$ cat src/rtl/fetch_prefetch_buffer_if.sv
// fetch_prefetch_buffer_if: decode handshake, redirect and main_memory read port of the fetch unit
interface fetch_prefetch_buffer_if;
  logic        redirect;
  logic [31:0] redirect_pc;
  logic [31:0] inst_out;
  logic [31:0] inst_pc;
  logic        inst_valid;
  logic        inst_ready;
  logic [31:0] mem_address;
  logic [1:0]  mem_access_size;
  logic        mem_read_not_write;
  logic        mem_enable;
  logic        mem_busy;
  logic [31:0] mem_data;
  modport master (
    input  redirect, redirect_pc, inst_ready, mem_busy, mem_data,
    output inst_out, inst_pc, inst_valid, mem_address, mem_access_size, mem_read_not_write, mem_enable
  );
  modport slave (
    output redirect, redirect_pc, inst_ready, mem_busy, mem_data,
    input  inst_out, inst_pc, inst_valid, mem_address, mem_access_size, mem_read_not_write, mem_enable
  );
endinterface

$ cat src/rtl/fetch_prefetch_buffer.sv
// fetch_prefetch_buffer: burst instruction prefetcher feeding decode through a FIFO
module fetch_prefetch_buffer #(
  parameter logic [31:0] RESET_PC    = 32'h8002_0000,
  parameter int          FIFO_DEPTH  = 8,
  parameter int          BURST_WORDS = 4
) (
  input logic clk,
  input logic rst_n,
  fetch_prefetch_buffer_if.master bus
);
  localparam int AW = $clog2(FIFO_DEPTH);
  localparam int RW = BURST_WORDS > 1 ? $clog2(BURST_WORDS) : 1;
  localparam logic [RW-1:0] RX_LAST = RW'(BURST_WORDS - 1);
  localparam logic [AW:0] DEPTH = (AW+1)'(FIFO_DEPTH);
  localparam logic [AW:0] BW = (AW+1)'(BURST_WORDS);
  localparam logic [31:0] BURST_BYTES = 32'(BURST_WORDS * 4);
  typedef enum logic [1:0] {IDLE, ISSUE, RECV} state_t;
  state_t state, state_nx;
  logic [31:0] fetch_pc, burst_base, rx_pc;
  logic [RW-1:0] rx_cnt;
  logic discard, last, push, pop, valid, en;
  logic [AW-1:0] wr_ptr, rd_ptr;
  logic [AW:0] count, free_after;
  logic [31:0] data_q [FIFO_DEPTH];
  logic [31:0] pc_q [FIFO_DEPTH];
  assign valid = count != '0;
  assign pop = valid && bus.inst_ready && !bus.redirect;
  assign last = state == RECV && rx_cnt == RX_LAST;
  assign push = state == RECV && !discard && !bus.redirect;
  assign rx_pc = burst_base + 32'({rx_cnt, 2'b00});
  assign free_after = DEPTH - count + (AW+1)'(pop);
  assign bus.inst_valid = valid;
  assign bus.inst_out = data_q[rd_ptr];
  assign bus.inst_pc = pc_q[rd_ptr];
  assign bus.mem_enable = en;
  assign bus.mem_address = state == RECV ? burst_base : fetch_pc;
  assign bus.mem_access_size = BURST_WORDS == 16 ? 2'd3 : BURST_WORDS == 8 ? 2'd2 : BURST_WORDS == 4 ? 2'd1 : 2'd0;
  assign bus.mem_read_not_write = 1'b1;
  // burst sequencer state register
  always_ff @(posedge clk or negedge rst_n)
    if (!rst_n) state <= IDLE;
    else state <= state_nx;
  // next state; issue only with a whole burst of FIFO space free so pushes can never overflow
  always_comb begin
    state_nx = state;
    en = 1'b0;
    state_nx = state == IDLE ? (!bus.redirect && !bus.mem_busy && free_after >= BW ? ISSUE : IDLE)
             : state == ISSUE ? RECV
             : state == RECV ? (last ? IDLE : RECV)
             : IDLE;
    en = state == ISSUE || (state == RECV && rx_cnt != RX_LAST);
  end
  // fetch PC, burst bookkeeping and discard of bursts overtaken by a redirect
  always_ff @(posedge clk or negedge rst_n)
    if (!rst_n) begin
      fetch_pc <= RESET_PC;
      burst_base <= RESET_PC;
      rx_cnt <= '0;
      discard <= 1'b0;
    end else begin
      if (state == ISSUE) begin
        burst_base <= fetch_pc;
        rx_cnt <= '0;
      end
      if (state == RECV) rx_cnt <= rx_cnt + RW'(1);
      if (bus.redirect) fetch_pc <= bus.redirect_pc & 32'hFFFF_FFFC;
      else if (last && !discard) fetch_pc <= burst_base + BURST_BYTES;
      discard <= last ? 1'b0 : (bus.redirect && state != IDLE) ? 1'b1 : discard;
    end
  // FIFO pointers and occupancy; a redirect empties it and overrides this cycle's pop
  always_ff @(posedge clk or negedge rst_n)
    if (!rst_n) begin
      wr_ptr <= '0;
      rd_ptr <= '0;
      count <= '0;
    end else if (bus.redirect) begin
      wr_ptr <= '0;
      rd_ptr <= '0;
      count <= '0;
    end else begin
      if (push) wr_ptr <= wr_ptr + AW'(1);
      if (pop) rd_ptr <= rd_ptr + AW'(1);
      count <= count + (AW+1)'(push) - (AW+1)'(pop);
    end
  // FIFO storage of each captured word with its address
  always_ff @(posedge clk)
    if (push) begin
      data_q[wr_ptr] <= bus.mem_data;
      pc_q[wr_ptr] <= rx_pc;
    end
endmodule
$ cat src/flat_wrapper.sv
// flat-port wrapper written by rule: the top's interface ports become plain ports
module fetch_prefetch_buffer_flat 
#(
  parameter logic [31:0] RESET_PC    = 32'h8002_0000,
  parameter int          FIFO_DEPTH  = 8,
  parameter int          BURST_WORDS = 4
)
  (clk, rst_n, bus_redirect, bus_redirect_pc, bus_inst_ready, bus_mem_busy, bus_mem_data, bus_inst_out, bus_inst_pc, bus_inst_valid, bus_mem_address, bus_mem_access_size, bus_mem_read_not_write, bus_mem_enable);
  fetch_prefetch_buffer_if bus_i ();
  input logic clk;
  input logic rst_n;
  input wire logic [$bits(bus_i.redirect)-1:0] bus_redirect;
  input wire logic [$bits(bus_i.redirect_pc)-1:0] bus_redirect_pc;
  input wire logic [$bits(bus_i.inst_ready)-1:0] bus_inst_ready;
  input wire logic [$bits(bus_i.mem_busy)-1:0] bus_mem_busy;
  input wire logic [$bits(bus_i.mem_data)-1:0] bus_mem_data;
  output wire logic [$bits(bus_i.inst_out)-1:0] bus_inst_out;
  output wire logic [$bits(bus_i.inst_pc)-1:0] bus_inst_pc;
  output wire logic [$bits(bus_i.inst_valid)-1:0] bus_inst_valid;
  output wire logic [$bits(bus_i.mem_address)-1:0] bus_mem_address;
  output wire logic [$bits(bus_i.mem_access_size)-1:0] bus_mem_access_size;
  output wire logic [$bits(bus_i.mem_read_not_write)-1:0] bus_mem_read_not_write;
  output wire logic [$bits(bus_i.mem_enable)-1:0] bus_mem_enable;
  assign bus_i.redirect = bus_redirect;
  assign bus_i.redirect_pc = bus_redirect_pc;
  assign bus_i.inst_ready = bus_inst_ready;
  assign bus_i.mem_busy = bus_mem_busy;
  assign bus_i.mem_data = bus_mem_data;
  assign bus_inst_out = bus_i.inst_out;
  assign bus_inst_pc = bus_i.inst_pc;
  assign bus_inst_valid = bus_i.inst_valid;
  assign bus_mem_address = bus_i.mem_address;
  assign bus_mem_access_size = bus_i.mem_access_size;
  assign bus_mem_read_not_write = bus_i.mem_read_not_write;
  assign bus_mem_enable = bus_i.mem_enable;
  fetch_prefetch_buffer #(.RESET_PC(RESET_PC), .FIFO_DEPTH(FIFO_DEPTH), .BURST_WORDS(BURST_WORDS)) u_core (.clk(clk), .rst_n(rst_n), .bus(bus_i));
endmodule
$ cat config.mk
export PLATFORM = sky130hd
export DESIGN_NAME = fetch_prefetch_buffer_flat
export DESIGN_NICKNAME = d
export VERILOG_FILES = /design/src/rtl/fetch_prefetch_buffer_if.sv /design/src/rtl/fetch_prefetch_buffer.sv /design/src/flat_wrapper.sv
export SDC_FILE = /design/constraint.sdc
export NUM_CORES = 1
export LEC_CHECK = 0
export ABC_AREA = 1
export CAP_MARGIN = 20
export CORE_UTILIZATION = 45
export CTS_CLUSTER_SIZE = 40
export DETAILED_ROUTE_END_ITERATION = 8
export PLACE_DENSITY = 0.72
export SLEW_MARGIN = 20
export SYNTH_ARGS = -nofsm -noshare
export SYNTH_HDL_FRONTEND = slang
export SYNTH_SLANG_ARGS = --single-unit
$ cat constraint.sdc
create_clock -name clk -period 10.55 [get_ports clk]
set_input_delay 2.11 -clock clk [delete_from_list [all_inputs] [get_ports clk]]
set_output_delay 2.11 -clock clk [all_outputs]
set_load 0.01 [all_outputs]
# [Word level (Yosys, flattened, before mapping)]
# Memories as Yosys holds them, arrays and structs flattened.
# Cells that the tools add are included.
[classes] addsub=9 mul=0 div_mod_pow=0 magnitude_cmp=1 eq_ne=4 shift=0 muxes=19 bitwise_logic=0 n_reduce_logical=22
[op_table] op="2-to-1 mux 32 bit" n=3
[op_table] op="adder 32 x 4 -> 32 bit" n=1
[op_table] op="adder 32 x 5 -> 32 bit, second input constant" n=1
[op_table] op="2-to-1 mux 2 bit" n=6
[op_table] op="2-to-1 mux 3 bit" n=4
[op_table] op="nonzero test 2 bit" n=6
[op_table] op="logical AND 1 bit" n=10
[op_table] op="adder 4 x 1 -> 4 bit" n=2
[op_table] op="adder 3 x 1 -> 3 bit, second input constant" n=2
[op_table] op="2-to-1 mux 1 bit" n=5
[op_table] op="== test 2 bit, second input constant" n=2
[op_table] op=">= comparator 4 x 3 -> 1 bit, second input constant" n=1
[op_table] op="2-to-1 mux 4 bit" n=1
[op_table] op="nonzero test 4 bit" n=1
[op_table] op="subtractor 4 x 1 -> 4 bit" n=1
[op_table] op="subtractor 4 bit, first input constant" n=1
[op_table] op="zero test 1 bit" n=3
[op_table] op="adder 2 x 1 -> 2 bit, second input constant" n=1
[op_table] op="== test 2 x 1 -> 1 bit, second input constant" n=1
[op_table] op="zero test 2 bit" n=1
[op_table] op="inequality test 2 bit, second input constant" n=1
[op_table] op="logical OR 1 bit" n=1
[totals] regBits=79 latch_bits=0 ram_bits=512 mem_bits_ro=0 input_bits=69 out_inout_bits=101 n_memories=2
[memory_table] memory="u_core.data_q" depth=8 width=32 rd=1 rd_ports_with_merged_regs=0 write_ports=1 line="fetch_prefetch_buffer.sv:24" source="logic [31:0] data_q [FIFO_DEPTH];"
[memory_table] memory="u_core.pc_q" depth=8 width=32 rd=1 rd_ports_with_merged_regs=0 write_ports=1 line="fetch_prefetch_buffer.sv:25" source="logic [31:0] pc_q [FIFO_DEPTH];"

# [Longest topological paths before layout]
[depth] ltp_word=8 ltp_mapped=13

# [Least setup slack after synthesis]
# No wires, ideal clock.
[synth_path] path_kind="input -> register" start="input port bus_redirect" end="memory u_core.data_q[0][0], enable pin" setup_time_ns=0.486 t_arrival_ns=5.265 t_required_ns=10.064 path_slack_ns=4.799 path_stages=4 n_path_buf=1 cell_sequence="buf_2 > nor2_2 > nand2_1 > nor2_1"
[synth_between] elab_chain_cells=4
[synth_lines] element="start, declared" line="flat_wrapper.sv:12" source="input wire logic [$bits(bus_i.redirect)-1:0] bus_redirect;"
[synth_lines] element="zero test 1 bit" line="fetch_prefetch_buffer.sv:29" source="assign push = state == RECV && !discard && !bus.redirect;"
[synth_lines] element="logical AND 1 bit" line="fetch_prefetch_buffer.sv:29"
[synth_lines] element="2-to-1 mux 1 bit" line="fetch_prefetch_buffer.sv:87" source="if (push) begin"
[synth_lines] element="2-to-1 mux 1 bit (implied by the code)" line="fetch_prefetch_buffer.sv:88" source="data_q[wr_ptr] <= bus.mem_data;"
[synth_lines] element="end, declared" line="fetch_prefetch_buffer.sv:24"
# No other way between the ends.

# [Worst setup path in the final report]
[layout_path] start="register u_core.rd_ptr[0]" end="output port bus_inst_pc[20]"
[layout_between] elab_chain_cells=1
[layout_lines] element="start, declared" line="fetch_prefetch_buffer.sv:22" source="logic [AW-1:0] wr_ptr, rd_ptr;"
[layout_lines] element="start signal, assigned" line="fetch_prefetch_buffer.sv:82" source="if (pop) rd_ptr <= rd_ptr + AW'(1);"
[layout_lines] element="memory (8 x 32 bit)"
[layout_lines] element="end, declared" line="flat_wrapper.sv:18" source="output wire logic [$bits(bus_i.inst_pc)-1:0] bus_inst_pc;"
# No other way between the ends.

==> run metrics <==
Syn Area/Cell 11.45 µm²; ys flop type edfxtp_1; Async S/R FF share, synth around an eighth; final core utilization a little over half; fillers around 4500; core area 54240 µm²; setup_tns 0 ns; largest net degree at the start of global routing 197; vias in the first global route 16520; post-DP HPWL 32.73 mm; #FFs+latches synth 591; drt first pass iters 8; post-CTS sizing 0; ANT nets after route 0; Die X 237.3 µm; Finish-stage setup viols 0; reg2reg end u_core.data_q[3][9]; Seq/Total Area, Yosys 69.69%; # nets final 2378; Post-synth top cells 512 x edfxtp_1, 455 x nor2_1, 430 x nand2_1; post-synth cell types 36; total CTS buffers a little under 60; min Tclk post-route 6.221 ns; Worst slew margin 28.13%; Area Growth Syn to Fin 15.68%; Final Cycle Share roughly three fifths; initial antenna violation count 0; Routability Congestion 0.9436; DR iter-0 viols 1543; pwr dens 231.4 nW/µm²; port buffer count 164; Synth Instances around 2200; global-route wire length before repair 91.71 mm; area of the die 56290 µm²; Worst setup endpoint bus_inst_pc[20]; run status finished clean; total of max-cap violations 0; CTS tree built; Root Buffer clkbuf_16; Ports 170; clk sink count 591; Setup Fix Bufs, Post-CTS 0; maximum fanout along the worst path 96; Worst-Margin Slew ~1.1 ns; Hold Crit Class reg2reg; crit start category flop; WS Path Type reg2out; Post-synth EDFFs just over 500; crit end category primary output; grt ovf 0; Yosys warning total 0; Yosys top cell by area edfxtp_1; cts hold-fix bufs 0; crit path from u_core.rd_ptr[0]; wire per inst 19.38 µm; DP Area about 27000 µm²; RSZ-0062 raised after global routing false; R2R setup slack 7.19 ns; skew final 0.01676 ns; Multi-input gate area approximately 6600 µm²; Max clock buf depth 3; Vias/cell ~5.5; DR DRC count 0; Hold Vio Cnt, Final 0; die height 237.3 µm; sequential cell area 17370 µm²; layout cell share with drive strength beyond 1 5.822%; CP arrival ~4.1 ns; Leak 10.14 nW; Worst R2R Start u_core.state[0]; Cell Area, Synth about 25000 µm²; count leader, synth edfxtp_1; reg2reg path depth 7; total wire length 58.77 mm; CTS H-Tree Depth 2; worst skew pair latency between 0.6 and 0.7 ns; vias 16810; initial core utilization 45.92%; Clock transition at path regs 0.06 ns; number of core rows 85; number of diodes 0; Max Slew Vio Count 0; Pwr Total 6.668 mW; fmax ~0.16 GHz; global-route usage over all layers 20.89%; Final Cell Area 28810 µm²; data required time of the critical path 8.44 ns; largest cells by area after synthesis edfxtp_1 62%, dfrtp_1 7.5%, nor2_1 6.9%, nand2_1 6.5%, o32ai_1 4.5%; Synth top area share 61.73%; Peak VDD IR between 0.15 and 0.2 mV
==> metal layers <==
layer,track usage (%),wire [µm],up-vias
li1,-,-,7879
met4,7.331,1571,0
met5,0,0,-
met3,2.787,3661,104
met1,28.86,25800,8268
met2,34.01,27730,559
==> cells in the final DEF, fill, tap and decap left out, types with 5 or more instances in the layout <==
cell type        count
nand3_1             45
bufinv_16            5
dfrtp_1             72
inv_1               75
clkbuf_16           58
nor2_4               8
nor2_2               5
nand2_1            430
ha_1                14
edfxtp_1           512
o32ai_1            128
nor2_1             447
buf_4               21
inv_2                5
xor2_1              27
a21oi_1             28
o211ai_1            11
clkdlybuf4s50_1    163
clkinv_1            12
clkinv_2            13
clkbuf_1            10
o21ai_0            206
==> cell families (layout without fill, tap and decap cells) <==
kind of cell / after synthesis / count (layout) / share of synthesized area, %
AND/OR/NAND/NOR: 944 / 944 / 14.63
flip-flops: 591 / 591 / 69.69
AO/OA/AOI/OAI: 383 / 383 / 9.781
buffers and inverters: 212 / 371 / 3.999
XOR/XNOR: 27 / 27 / 0.9495
adder cells (fa/ha/maj): 17 / 17 / 0.9143
other: 2 / 3 / 0.03015
==> cell type report <==
cell class	instances	area share, %
Timing Repair Buffer	185	6.280
Clock inverter	34	1.103
Multi-Input combinational cell	1374	22.97
Sequential cell	591	60.27
Clock buffer	70	5.263
Inverter	82	1.086
Tap cell	696	3.023
==> worst max-delay path, stage by stage, from the launching register on <==
cell and delay [ns]:
dfrtp_4 0.75, inv_6 0.53, buf_4 0.87, nor2_1 0.11
o32ai_1 0.29, nand2_1 0.09, nand2_1 0.19, clkdlybuf4s50_1 0.57
==> per-stage QoR <==
stage | hold WS (ns) | std cells | setup WS [ns]
CTS | 0.4781 | 3032 | 4.307
floorplan | 0.4498 | 2177 | 4.799
global route | 0.5007 | 3032 | 4.028
detailed placement | 0.4602 | 2928 | 4.985
global placement | 0.4576 | 2928 | 5.084
finish | 0.4775 | 3032 | 4.329
==> worst min path at each step <==
stage	startpoint	to	slack, ns	depth (start not counted)
2_1_floorplan	u_core.fetch_pc[0]	u_core.burst_base[0]	0.45	2
3_3_place_gp	u_core.fetch_pc[13]	u_core.burst_base[13]	0.46	2
3_5_place_dp	u_core.fetch_pc[12]	u_core.burst_base[12]	0.46	2
4_1_cts	u_core.fetch_pc[12]	u_core.burst_base[12]	0.48	2
5_1_grt	u_core.fetch_pc[13]	u_core.burst_base[13]	0.50	2
6_report	u_core.fetch_pc[0]	u_core.burst_base[0]	0.48	2
==> where the power goes <==
part | internal [mW] | total (mW) | switching [mW] | leakage (nW)
Combinational | 0.692 | 1.78 | 1.09 | 3.60
Sequential | 2.74 | 2.89 | 0.144 | 5.63
Clock | 1.14 | 2.00 | 0.854 | 0.905
Total | 4.58 | 6.67 | 2.09 | 10.1
==> state kept, by name, summed over array words and instances, names as in the netlist <==
signal	cells
u_core.wr_ptr	3
u_core.count	4
u_core.rx_cnt	2
u_core.state	2
u_core.fetch_pc	32
u_core.rd_ptr	3
u_core.discard	1
u_core.pc_q	256
u_core.data_q	256
u_core.burst_base	32
(Power assumes the default switching activity.)
